--- src/rtl/cpu_bus_ctrl_pkg.sv ---
// cpu_bus_ctrl shared types and defaults.
// State encodings, window defaults and the slow-window decode helper.
package cpu_bus_ctrl_pkg;

    typedef enum logic [1:0] {
        IDLE = 2'd0,
        WAIT = 2'd1,
        DONE = 2'd2
    } state_t;

    localparam logic [15:0] IO_BASE_DEF = 16'hC000;
    localparam logic [15:0] IO_MASK_DEF = 16'hF000;
    localparam logic [7:0]  TIMEOUT_DEF = 8'd255;

    function automatic logic is_slow(
        input logic [15:0] addr,
        input logic [15:0] base,
        input logic [15:0] mask
    );
        return (addr & mask) == base;
    endfunction

endpackage

--- src/rtl/cpu_bus_ctrl_if.sv ---
// cpu_bus_ctrl bus bundle: CPU side, fast RAM side and slow I/O side.
// master drives the CPU/memory stimulus, slave is the controller view.
interface cpu_bus_ctrl_if;

    logic [15:0] cpu_addr;
    logic        cpu_write;
    logic [7:0]  cpu_dout;
    logic [7:0]  cpu_din;
    logic        cpu_ready;

    logic [15:0] ram_addr;
    logic        ram_we;
    logic [7:0]  ram_wdata;
    logic [7:0]  ram_rdata;

    logic        ext_req;
    logic        ext_we;
    logic [15:0] ext_addr;
    logic [7:0]  ext_wdata;
    logic [7:0]  ext_rdata;
    logic        ext_ack;

    logic        bus_err;

    modport master (
        output cpu_addr, cpu_write, cpu_dout,
        output ram_rdata, ext_rdata, ext_ack,
        input  cpu_din, cpu_ready,
        input  ram_addr, ram_we, ram_wdata,
        input  ext_req, ext_we, ext_addr, ext_wdata,
        input  bus_err
    );

    modport slave (
        input  cpu_addr, cpu_write, cpu_dout,
        input  ram_rdata, ext_rdata, ext_ack,
        output cpu_din, cpu_ready,
        output ram_addr, ram_we, ram_wdata,
        output ext_req, ext_we, ext_addr, ext_wdata,
        output bus_err
    );

endinterface

--- src/rtl/cpu_bus_timeout.sv ---
// Slow-bus wait counter with terminal-count compare.
// Saturates at TIMEOUT so it can never wrap while a transfer waits.
module cpu_bus_timeout
    import cpu_bus_ctrl_pkg::*;
#(
    parameter logic [7:0] TIMEOUT = TIMEOUT_DEF
) (
    input  logic clk,
    input  logic reset_n,
    input  logic clr,
    input  logic en,
    output logic expired
);

    logic [7:0] cnt;

    always_ff @(posedge clk or negedge reset_n) begin
        if (!reset_n) begin
            cnt <= '0;
        end else if (clr) begin
            cnt <= '0;
        end else if (en && !expired) begin
            cnt <= cnt + 8'd1;
        end
    end

    assign expired = (cnt == TIMEOUT);

endmodule

--- src/rtl/cpu_bus_ctrl.sv ---
// CPU bus controller: zero-wait fast RAM path plus a stalled slow I/O path.
// Slow accesses go IDLE -> WAIT -> DONE with ack or timeout completion.
module cpu_bus_ctrl
    import cpu_bus_ctrl_pkg::*;
#(
    parameter logic [15:0] IO_BASE = IO_BASE_DEF,
    parameter logic [15:0] IO_MASK = IO_MASK_DEF,
    parameter logic [7:0]  TIMEOUT = TIMEOUT_DEF
) (
    input logic           clk,
    input logic           reset_n,
    cpu_bus_ctrl_if.slave bus
);

    state_t      state;
    state_t      state_d;
    logic        slow_sel;
    logic        expired;
    logic        cnt_clr;
    logic        cnt_en;
    logic        ld_req;
    logic        ld_ack;
    logic        ld_to;
    logic        cpu_ready;
    logic        ext_req;
    logic [7:0]  cpu_din;
    logic [7:0]  hold;
    logic [15:0] ext_addr_q;
    logic        ext_we_q;
    logic [7:0]  ext_wdata_q;
    logic        bus_err_q;

    assign slow_sel = is_slow(bus.cpu_addr, IO_BASE, IO_MASK);

    assign bus.ram_addr  = bus.cpu_addr;
    assign bus.ram_wdata = bus.cpu_dout;
    assign bus.ram_we    = bus.cpu_write & ~slow_sel;
    assign bus.cpu_din   = cpu_din;
    assign bus.cpu_ready = cpu_ready;
    assign bus.ext_req   = ext_req;
    assign bus.ext_addr  = ext_addr_q;
    assign bus.ext_we    = ext_we_q;
    assign bus.ext_wdata = ext_wdata_q;
    assign bus.bus_err   = bus_err_q;

    cpu_bus_timeout #(
        .TIMEOUT (TIMEOUT)
    ) u_timeout (
        .clk     (clk),
        .reset_n (reset_n),
        .clr     (cnt_clr),
        .en      (cnt_en),
        .expired (expired)
    );

    always_ff @(posedge clk or negedge reset_n) begin
        if (!reset_n) begin
            state <= IDLE;
        end else begin
            state <= state_d;
        end
    end

    always_comb begin
        state_d   = state;
        cnt_clr   = 1'b0;
        cnt_en    = 1'b0;
        ld_req    = 1'b0;
        ld_ack    = 1'b0;
        ld_to     = 1'b0;
        cpu_ready = 1'b1;
        ext_req   = 1'b0;
        cpu_din   = bus.ram_rdata;
        unique case (state)
            IDLE: begin
                if (slow_sel) begin
                    cpu_ready = 1'b0;
                    ld_req    = 1'b1;
                    cnt_clr   = 1'b1;
                    state_d   = WAIT;
                end
            end
            WAIT: begin
                ext_req   = 1'b1;
                cpu_ready = 1'b0;
                cnt_en    = 1'b1;
                // a coincident ack beats the timeout
                if (bus.ext_ack) begin
                    ld_ack  = 1'b1;
                    state_d = DONE;
                end else if (expired) begin
                    ld_to   = 1'b1;
                    state_d = DONE;
                end
            end
            DONE: begin
                cpu_din = hold;
                state_d = IDLE;
            end
            default: begin
                state_d = IDLE;
            end
        endcase
    end

    always_ff @(posedge clk or negedge reset_n) begin
        if (!reset_n) begin
            ext_addr_q  <= '0;
            ext_we_q    <= 1'b0;
            ext_wdata_q <= '0;
            hold        <= '0;
            bus_err_q   <= 1'b0;
        end else begin
            bus_err_q <= ld_to;
            if (ld_req) begin
                ext_addr_q  <= bus.cpu_addr;
                ext_we_q    <= bus.cpu_write;
                ext_wdata_q <= bus.cpu_dout;
            end
            if (ld_ack) begin
                hold <= bus.ext_rdata;
            end else if (ld_to) begin
                hold <= 8'hFF;
            end
        end
    end

endmodule

--- src/flat_wrapper.sv ---
// flat-port wrapper written by rule: the top's interface ports become plain ports
module cpu_bus_ctrl_flat import cpu_bus_ctrl_pkg::*;
#(
    parameter logic [15:0] IO_BASE = IO_BASE_DEF,
    parameter logic [15:0] IO_MASK = IO_MASK_DEF,
    parameter logic [7:0]  TIMEOUT = TIMEOUT_DEF
)
  (clk, reset_n, bus_cpu_addr, bus_cpu_write, bus_cpu_dout, bus_ram_rdata, bus_ext_rdata, bus_ext_ack, bus_cpu_din, bus_cpu_ready, bus_ram_addr, bus_ram_we, bus_ram_wdata, bus_ext_req, bus_ext_we, bus_ext_addr, bus_ext_wdata, bus_bus_err);
  cpu_bus_ctrl_if bus_i ();
  input logic clk;
  input logic reset_n;
  input wire logic [$bits(bus_i.cpu_addr)-1:0] bus_cpu_addr;
  input wire logic [$bits(bus_i.cpu_write)-1:0] bus_cpu_write;
  input wire logic [$bits(bus_i.cpu_dout)-1:0] bus_cpu_dout;
  input wire logic [$bits(bus_i.ram_rdata)-1:0] bus_ram_rdata;
  input wire logic [$bits(bus_i.ext_rdata)-1:0] bus_ext_rdata;
  input wire logic [$bits(bus_i.ext_ack)-1:0] bus_ext_ack;
  output wire logic [$bits(bus_i.cpu_din)-1:0] bus_cpu_din;
  output wire logic [$bits(bus_i.cpu_ready)-1:0] bus_cpu_ready;
  output wire logic [$bits(bus_i.ram_addr)-1:0] bus_ram_addr;
  output wire logic [$bits(bus_i.ram_we)-1:0] bus_ram_we;
  output wire logic [$bits(bus_i.ram_wdata)-1:0] bus_ram_wdata;
  output wire logic [$bits(bus_i.ext_req)-1:0] bus_ext_req;
  output wire logic [$bits(bus_i.ext_we)-1:0] bus_ext_we;
  output wire logic [$bits(bus_i.ext_addr)-1:0] bus_ext_addr;
  output wire logic [$bits(bus_i.ext_wdata)-1:0] bus_ext_wdata;
  output wire logic [$bits(bus_i.bus_err)-1:0] bus_bus_err;
  assign bus_i.cpu_addr = bus_cpu_addr;
  assign bus_i.cpu_write = bus_cpu_write;
  assign bus_i.cpu_dout = bus_cpu_dout;
  assign bus_i.ram_rdata = bus_ram_rdata;
  assign bus_i.ext_rdata = bus_ext_rdata;
  assign bus_i.ext_ack = bus_ext_ack;
  assign bus_cpu_din = bus_i.cpu_din;
  assign bus_cpu_ready = bus_i.cpu_ready;
  assign bus_ram_addr = bus_i.ram_addr;
  assign bus_ram_we = bus_i.ram_we;
  assign bus_ram_wdata = bus_i.ram_wdata;
  assign bus_ext_req = bus_i.ext_req;
  assign bus_ext_we = bus_i.ext_we;
  assign bus_ext_addr = bus_i.ext_addr;
  assign bus_ext_wdata = bus_i.ext_wdata;
  assign bus_bus_err = bus_i.bus_err;
  cpu_bus_ctrl #(.IO_BASE(IO_BASE), .IO_MASK(IO_MASK), .TIMEOUT(TIMEOUT)) u_core (.clk(clk), .reset_n(reset_n), .bus(bus_i));
endmodule
--- config.mk ---
export PLATFORM = sky130hd
export DESIGN_NAME = cpu_bus_ctrl_flat
export DESIGN_NICKNAME = d
export VERILOG_FILES = /design/src/rtl/cpu_bus_ctrl_pkg.sv /design/src/rtl/cpu_bus_ctrl_if.sv /design/src/rtl/cpu_bus_timeout.sv /design/src/rtl/cpu_bus_ctrl.sv /design/src/flat_wrapper.sv
export SDC_FILE = /design/constraint.sdc
export NUM_CORES = 1
export LEC_CHECK = 0
export ABC_CLOCK_PERIOD_IN_PS = 4250
export CAP_MARGIN = 20
export CORE_MARGIN = 3
export CORE_UTILIZATION = 40
export DETAILED_ROUTE_END_ITERATION = 10
export PLACE_DENSITY = 0.8
export SYNTH_ARGS = -nofsm -noshare
export SYNTH_HDL_FRONTEND = slang
export SYNTH_SLANG_ARGS = --single-unit
--- constraint.sdc ---
create_clock -name clk -period 4.25 [get_ports clk]
set_input_delay 0.85 -clock clk [delete_from_list [all_inputs] [get_ports clk]]
set_output_delay 0.85 -clock clk [all_outputs]
set_load 0.05 [all_outputs]
# Word-level counts from Yosys, hierarchy flattened
# Cells that the tools add are included.
[classes]
n_addsub = 1
reduce_logical = 6
bitwise_logic = 2
mux = 19
eq_ne = 6
[op_table]
columns = ["cell", "n"]
rows = [
  ["2-to-1 mux 8 bit", 5],
  ["2-to-1 mux 1 bit", 9],
  ["adder 8 x 1 -> 8 bit, second input constant", 1],
  ["== test 8 bit, second input constant", 1],
  ["2-to-1 mux 2 bit", 3],
  ["== test 4 bit, second input constant", 1],
  ["case mux 2 bit (2 select lines)", 1],
  ["nonzero test 2 bit", 2],
  ["inequality test 3 bit, second input constant", 1],
  ["== test 2 x 1 -> 1 bit, second input constant", 1],
  ["== test 2 bit, second input constant", 1],
  ["logical NOT 2 bit", 1],
  ["inequality test 2 x 1 -> 1 bit, second input constant", 1],
  ["case mux 1 bit (2 select lines)", 1],
  ["AND reduction 2 bit", 1],
  ["bitwise AND 1 bit", 1],
  ["logical AND 1 bit", 1],
  ["logical NOT 1 bit", 1],
  ["NOT 1 bit", 1],
]
[word_totals]
word_cells = 41
out_inout_bits = 61
input_bits = 44
ff_bits = 44

# Logic depth before layout (Yosys ltp)
# Gate-level depths: netlist of run 1.
[logic_depth]
depth_word = 6
mapped_depth = 6

# Hierarchy
# A second synthesis of run 1 with hierarchy kept.
[hier_totals]
hier_cells = 166
area_unflattened_um2 = 2152.1
[by_module_without_submodules]
columns = ["mod", "n_inst", "area_each_um2", "cells_each"]
rows = [
  ["cpu_bus_ctrl", 1, 1682.9, 119],
  ["cpu_bus_timeout", 1, 469.2, 47],
]

# Worst setup path after synthesis of run 1
# Ideal clock, no wire load.
[synth_path]
path_type = "input -> output"
startpoint = "input port bus_cpu_addr[12]"
endpoint = "output port bus_cpu_ready"
stages = 2
n_path_buf = 0
t_arrival_ps = 1821
required_time_ps = 3400
slack_ps = 1579
cell_sequence = "and4bb_1 o21bai_1"
[synth_between]
elab_chain_len = 3
[synth_lines]
columns = ["element", "line", "rtl"]
rows = [
  ["from (decl)", "flat_wrapper.sv:12", "input wire logic [$bits(bus_i.cpu_addr)-1:0] bus_cpu_addr;"],
  ["== test 4 bit", "cpu_bus_ctrl_pkg.sv:20", "return (addr & mask) == base;"],
  ["2-to-1 mux 1 bit", "cpu_bus_ctrl.sv:76", "if (slow_sel) begin"],
  ["case mux 1 bit (2 select lines)", "cpu_bus_ctrl.sv:74", "unique case (state)"],
  ["to (decl)", "flat_wrapper.sv:19", "output wire logic [$bits(bus_i.cpu_ready)-1:0] bus_cpu_ready;"],
]
# No other way between the ends.

# Final worst setup path of run 1
# Same ends and word-level chain as after synthesis.

==> summary.md, run 1 <==
| Metric | Value |
|---|---|
| Utilization of the core after routing | `0.629` |
| Final Hold Violating Endpoints | `0` |
| Power share of the sequential group | `0.412` |
| Synthesized area divided by synthesized cell count | `9.92 µm²` |
| Clock-pin slew of the registers on the worst-case setup and hold paths | `70 ps` |
| Share of post-route cells with drive strength above 1 | `0.0862` |
| Total power divided by cell area | `453 nW/µm²` |
| Number of buffers added by the clock tree synthesis step | `5` |
| CP arrival | `2560 ps` |
| Leakage dissipation | `1.37 nW` |
| Number of design-rule violations left by the first detailed-router iteration | `79` |
| Cell at the slowest stage of the critical path | `sky130_fd_sc_hd__clkdlybuf4s50_1` |
| Total wire length after detailed routing | `4770 µm` |
| Gp weighted congestion | `0.752` |
| Delay of the slowest critical-path stage | `820 ps` |
| CTS sink cnt | `44` |
| Top-count cell post-synth | `sky130_fd_sc_hd__nand2_1` |
| Power share of the combinational group | `0.403` |
| Type of element capturing the critical path | `primary output` |
| Number of flip-flops and latches in the synthesized netlist | `44` |
| Commonest cells in the synthesized netlist | `71 x sky130_fd_sc_hd__nand2_1, 44 x sky130_fd_sc_hd__dfrtp_1, 27 x sky130_fd_sc_hd__buf_4` |
| Initial Util | `0.427` |
| CTS Root Buffer Type | `sky130_fd_sc_hd__clkbuf_8` |
| Count of nets left with antenna violations after detail routing | `0` |
| Unique masters post-synth | `33` |
| H-tree level count | `2` |
| GRT met2 Usage | `0.271` |
| Pin count of the biggest net entering global routing | `45` |
| Core Rows | `25` |
| Via density | `4.63` |
| Max-cap violations | `0` |
| Count of flip-flops with a built-in enable after synthesis | `0` |
| Largest area contributor in the netlist | `sky130_fd_sc_hd__dfrtp_1` |
| Detail-routed net length per standard cell | `13.4 µm` |
| Worst hold path class | `flop to flop` |
| Data required time at the worst endpoint | `3400 ps` |
| RSZ-0062 raised after global routing | `no` |
| Net switching share of the total power | `0.389` |
| Worst Path Buf+Inv | `2` |
| Number of diodes added for antenna fixing | `0` |
| Remaining global-route overflow | `0` |
| Asr flop ratio synth | `1.00` |
| Tightest Pin Transition | `957 ps` |
| Post-synthesis cell count | `210` |
| Clk Latency, worst-skew pair | `280 ps` |
| Crit path top cell by count | `sky130_fd_sc_hd__clkdlybuf4s50_1` |
| Portion of total power attributed to the clock network | `0.185` |
| Setup fix buffers added after clock tree synthesis | `0` |
| Cell area after technology mapping | `2080 µm²` |
| 1st-pass router iterations | `4` |
| CP Max Fanout | `4` |
| Most Used Layer, Global Route | `met2` |
| Clock skew after layout | `5.63 ps` |
| Horiz. Die Dim | `78.2 µm` |
| Worst path top cell family by delay | `buffers and inverters` |
| Achievable clock frequency | `0.293 GHz` |
| DRC | `0` |
| I/O Pins | `105` |
| Cell chain of the critical path | `clkdlybuf4s50_1 -> and4bb_1 -> o21bai_1 -> clkdlybuf4s50_1` |
| Number of failing setup endpoints in the final timing report | `0` |
| Initial antenna violation count | `0` |
| CTS tree | `done` |
| Cts-stage hold buffer count | `0` |
| Number of global-route vias before repair | `1673` |
| First-pass GRT wire length | `7930 µm` |
| Final setup margin | `842 ps` |
| Startpoint type of the worst setup path | `input port` |
| Power dissipated by switching net loads | `0.000542 W` |
| Via count | `1653` |
| Met1 Usage GRT | `0.196` |
| Sequential cell area fraction in the yosys report | `0.529` |
| Part of the cycle the worst path needs | `0.802` |
| Worst-case setup slack after placement | `840 ps` |
| Fill cell total of the finished layout | `441` |
| Total number of nets in the final design | `334` |
| Main synth FF type | `sky130_fd_sc_hd__dfrtp_1` |
| Estimated wirelength of the detail-placed design | `3660 µm` |
| Total die area | `6110 µm²` |
| Pwr Total | `0.00139 W` |
| Worst VDD drop | `0.294 mV` |
| Height of the die | `78.2 µm` |
| Final number of max-transition violations | `0` |
| Number of warning messages in the yosys log | `0` |
| Area added between synthesis and finish | `47.3%` |
| Internal power | `0.000850 W` |
| Overall Global Routing Usage | `0.162` |
| Crit Path Category | `input port to primary output` |
| Rel. slew slack | `0.362` |
| Biggest area contributors in the synthesized netlist | `sky130_fd_sc_hd__dfrtp_1 53%, sky130_fd_sc_hd__nand2_1 13%, sky130_fd_sc_hd__buf_4 9.7%` |
| Bufs on Longest Clock Path | `2` |
| Setup TNS after final layout | `0 ps` |
| Number of port buffers | `104` |
| Hold WS | `473 ps` |
| Status | `finished clean` |
| Total of cells resized after clock tree synthesis | `0` |
| Fin crit period | `3410 ps` |
| Core region area | `4880 µm²` |
| Net count of the mapped netlist | `255` |
| Fraction of post-synthesis cell area in the top cell type by area | `0.529` |
| Met3 usage in global routing | `0.0688` |
path summary, 6_finish.rpt:
check                                                    from                             endpoint  slack, ps  depth (start not counted)
max reg2reg                       u_core.state[0]$_DFFE_PN0P_  u_core.u_timeout.cnt[2]$_DFFE_PN0P_       2580                          4
max                                          bus_cpu_addr[12]                        bus_cpu_ready        840                          4
min in group asynchronous                             reset_n   u_core.bus.ext_addr[1]$_DFFE_PN0P_        710                          1
min reg2reg                u_core.bus.ext_addr[5]$_DFFE_PN0P_   u_core.bus.ext_addr[5]$_DFFE_PN0P_        470                          2
min                        u_core.bus.ext_addr[5]$_DFFE_PN0P_   u_core.bus.ext_addr[5]$_DFFE_PN0P_        470                          2
max in group asynchronous                             reset_n  u_core.u_timeout.cnt[5]$_DFFE_PN0P_       2970                          1
logic make-up (layout without fill, tap and decap cells):
group | count (synthesis) | count (layout) | share of synthesized area
muxes | 9 | 9 | 0.0480
buffers and inverters | 34 | 114 | 0.112
DFF | 44 | 44 | 0.529
AOI/OAI and AO/OA | 17 | 17 | 0.0691
adders and majority gates | 1 | 1 | 0.00601
xor gates and xnor gates | 3 | 3 | 0.0126
and+or+nand+nor | 102 | 102 | 0.223
placed cells by master (no fill, tap or decap), types with 2 or more instances in the layout:
cell and count:
sky130_fd_sc_hd__nor2_1 5, sky130_fd_sc_hd__mux2_2 8, sky130_fd_sc_hd__o211ai_1 3, sky130_fd_sc_hd__clkdlybuf4s50_1 103, sky130_fd_sc_hd__nand3_1 9, sky130_fd_sc_hd__nor2b_1 2, sky130_fd_sc_hd__dfrtp_1 44, sky130_fd_sc_hd__clkbuf_8 6
sky130_fd_sc_hd__xor2_1 3, sky130_fd_sc_hd__o22a_1 4, sky130_fd_sc_hd__nand2_1 71, sky130_fd_sc_hd__inv_1 2, sky130_fd_sc_hd__and2_1 4, sky130_fd_sc_hd__clkinv_2 2, sky130_fd_sc_hd__o21ai_0 2, sky130_fd_sc_hd__o31ai_1 3
sky130_fd_sc_hd__nand2b_1 2
power groups by stage:
| stage | Sequential, W | Combinational, W | Clock (W) |
|---|---|---|---|
| floorplan | 0.000739 | 0.000207 | 0 |
| global route | 0.000586 | 0.000593 | 0.000286 |
| CTS | 0.000574 | 0.000567 | 0.000268 |
| detailed placement | 0.000582 | 0.000566 | 0 |
| finish | 0.000573 | 0.000560 | 0.000258 |
| global placement | 0.000577 | 0.000556 | 0 |
layer usage:
metal | part of all wire | routed length [µm]
met2 | 0.49 | 2320
met4 | 0.0025 | 12
met1 | 0.42 | 2000
met3 | 0.092 | 438
met5 | 0 | 0
state kept, by name, summed over array words and instances (netlist names):
signal                count
u_core.bus.ext_wdata      8
u_core.u_timeout.cnt      8
u_core.bus.ext_we         1
u_core.state              2
u_core.hold               8
u_core.bus.bus_err        1
u_core.bus.ext_addr      16
per-stage QoR:
stage,cells,area [µm²]
after floorplan,210,2080
after global routing,357,3070
after detailed placement,349,2980
after CTS,357,3070
final,357,3070
after global placement,349,2980
cell type report:
class                      instances  area (µm²)  area share
clock buffer                       6        82.6      0.0269
clock inverter                     2        10.0     0.00326
inverter                           2        7.51     0.00245
multi-input combinational        132         748       0.244
sequential                        44        1100       0.359
tap                               67        83.8      0.0273
timing repair buffer             104        1040       0.338
worst register-to-register path: cells and delay by family, from the launching register on:
family          cells  cell delay (ps)
compound gates      2              430
flops               1              420
simple gates        2              710
Power figures use the tool's default switching activity.
==> inputs of run 2 (changes only) <==
--- a/config.mk
+++ b/config.mk
@@ -5,12 +5,12 @@
 export SDC_FILE = /design/constraint.sdc
 export NUM_CORES = 1
 export LEC_CHECK = 0
-export ABC_CLOCK_PERIOD_IN_PS = 4250
+export ABC_CLOCK_PERIOD_IN_PS = 2820
 export CAP_MARGIN = 20
 export CORE_MARGIN = 3
-export CORE_UTILIZATION = 40
+export CORE_UTILIZATION = 36
 export DETAILED_ROUTE_END_ITERATION = 10
-export PLACE_DENSITY = 0.8
+export PLACE_DENSITY = 0.76
 export SYNTH_ARGS = -nofsm -noshare
 export SYNTH_HDL_FRONTEND = slang
 export SYNTH_SLANG_ARGS = --single-unit
==> constraint.sdc (replaced) <==
create_clock -name clk -period 2.82 [get_ports clk]
set_input_delay 0.564 -clock clk [delete_from_list [all_inputs] [get_ports clk]]
set_output_delay 0.564 -clock clk [all_outputs]
set_load 0.05 [all_outputs]
==> summary.md, run 2 (synthesized netlist as in run 1, its figures left out) <==
| Metric | Value |
|---|---|
| Status | `finished clean` |
| Number of port buffers | `104` |
| Achievable clock frequency | `0.412 GHz` |
| Number of failing setup endpoints in the final timing report | `0` |
| Internal power | `0.00126 W` |
| Via density | `4.61` |
| Pin count of the biggest net entering global routing | `45` |
| Total wire length after detailed routing | `4820 µm` |
| Data required time at the worst endpoint | `2260 ps` |
| Setup fix buffers added after clock tree synthesis | `0` |
| Bufs on Longest Clock Path | `2` |
| Part of the cycle the worst path needs | `0.862` |
| Worst-case setup slack after placement | `380 ps` |
| Estimated wirelength of the detail-placed design | `3750 µm` |
| DRC | `0` |
| Max-cap violations | `0` |
| CTS tree | `done` |
| Type of element capturing the critical path | `primary output` |
| Clock-pin slew of the registers on the worst-case setup and hold paths | `80 ps` |
| Power share of the sequential group | `0.416` |
| Startpoint type of the worst setup path | `flop` |
| Clk Latency, worst-skew pair | `290 ps` |
| Power share of the combinational group | `0.409` |
| Area added between synthesis and finish | `47.9%` |
| CP Max Fanout | `11` |
| CP arrival | `1870 ps` |
| Leakage dissipation | `1.40 nW` |
| Net switching share of the total power | `0.394` |
| Number of buffers added by the clock tree synthesis step | `5` |
| Number of diodes added for antenna fixing | `0` |
| Crit Path Category | `flop to primary output` |
| Height of the die | `82.1 µm` |
| Flip-flop count of the largest register, all copies and words added | `16` |
| Remaining global-route overflow | `0` |
| First-pass GRT wire length | `7450 µm` |
| Final number of max-transition violations | `0` |
| Cts-stage hold buffer count | `0` |
| Via count | `1679` |
| Overall Global Routing Usage | `0.145` |
| H-tree level count | `2` |
| Core region area | `5540 µm²` |
| I/O Pins | `105` |
| Detail-routed net length per standard cell | `13.2 µm` |
| CTS sink cnt | `44` |
| Worst hold path class | `input port to async pin` |
| CTS Root Buffer Type | `sky130_fd_sc_hd__clkbuf_8` |
| Most common cell after layout, fill and taps aside | `sky130_fd_sc_hd__clkdlybuf4s50_1` |
| Final Hold Violating Endpoints | `0` |
| Gp weighted congestion | `0.682` |
| Final setup margin | `390 ps` |
| Count of nets left with antenna violations after detail routing | `0` |
| Setup TNS after final layout | `0 ps` |
| Initial Util | `0.376` |
| Fin crit period | `2430 ps` |
| Horiz. Die Dim | `82.1 µm` |
| Number of design-rule violations left by the first detailed-router iteration | `80` |
| Number of global-route vias before repair | `1572` |
| Share of post-route cells with drive strength above 1 | `0.127` |
| Total of cells resized after clock tree synthesis | `0` |
| Core Rows | `27` |
| Portion of total power attributed to the clock network | `0.176` |
| Initial antenna violation count | `0` |
| Worst VDD drop | `0.325 mV` |
| Clock skew after layout | `7.02 ps` |
| Tightest Pin Transition | `934 ps` |
| Total number of nets in the final design | `337` |
| 1st-pass router iterations | `4` |
| Power dissipated by switching net loads | `0.000817 W` |
| Rel. slew slack | `0.377` |
| RSZ-0062 raised after global routing | `no` |
| Commonest non-fill, non-tap cells in the layout | `92 x sky130_fd_sc_hd__clkdlybuf4s50_1, 71 x sky130_fd_sc_hd__nand2_1, 44 x sky130_fd_sc_hd__dfrtp_1` |
| Total power divided by cell area | `673 nW/µm²` |
| Total die area | `6740 µm²` |
run 2: power groups by stage:
stage | Combinational [W] | Sequential (W) | Clock (W)
after floorplan | 0.000311 | 0.00111 | 0
after global placement | 0.000839 | 0.000870 | 0
after detailed placement | 0.000858 | 0.000877 | 0
after CTS | 0.000859 | 0.000864 | 0.000375
after global routing | 0.000905 | 0.000887 | 0.000409
final | 0.000847 | 0.000862 | 0.000364
run 2: critical path: stages, from the launching register on:
cell	delay [ps]
sky130_fd_sc_hd__dfrtp_1	400
sky130_fd_sc_hd__and2b_4	350
sky130_fd_sc_hd__clkdlybuf4s50_1	830
run 2: area by class of cell:
cell class,instances,area [µm²]
well taps,72,90.1
repair buffers,107,1060
clock buffers,6,72.6
flip-flops and latches,44,1100
fillers,495,2460
inverters,2,7.51
clock inverters,1,5.00
multi-input cells,132,748
run 2: metrics by stage:
step	instance area [µm²]	instances	total power [W]	utilization	hold slack, ps
2_1_floorplan	2080	210	0.00142	-	268
3_3_place_gp	3000	357	0.00171	0.542	453
3_5_place_dp	3000	357	0.00173	0.542	455
4_1_cts	3080	364	0.00210	0.556	451
5_1_grt	3080	364	0.00220	0.556	476
6_report	3080	364	0.00207	0.556	411
run 2: worst paths after layout:
path	startpoint	endpoint	slack, ps	depth (start not counted)
max in group asynchronous	reset_n	u_core.bus.ext_addr[13]$_DFFE_PN0P_	1820	1
max reg2reg	u_core.u_timeout.cnt[0]$_DFFE_PN0P_	u_core.u_timeout.cnt[1]$_DFFE_PN0P_	1290	5
min reg2reg	u_core.bus.ext_addr[15]$_DFFE_PN0P_	u_core.bus.ext_addr[15]$_DFFE_PN0P_	470	1
min in group clk	u_core.bus.ext_addr[15]$_DFFE_PN0P_	u_core.bus.ext_addr[15]$_DFFE_PN0P_	470	1
max	u_core.state[1]$_DFFE_PN0P_	bus_ext_req	390	2
min	reset_n	u_core.bus.ext_addr[3]$_DFFE_PN0P_	410	1
run 2: metal layers:
metal	vias to the layer above	share of wire	global-route usage	wire [µm]
li1	823	-	-	-
met1	790	0.39	0.169	1890
met2	60	0.51	0.254	2440
met3	6	0.092	0.0461	441
met4	0	0.010	0.0399	48
met5	-	0	0	0
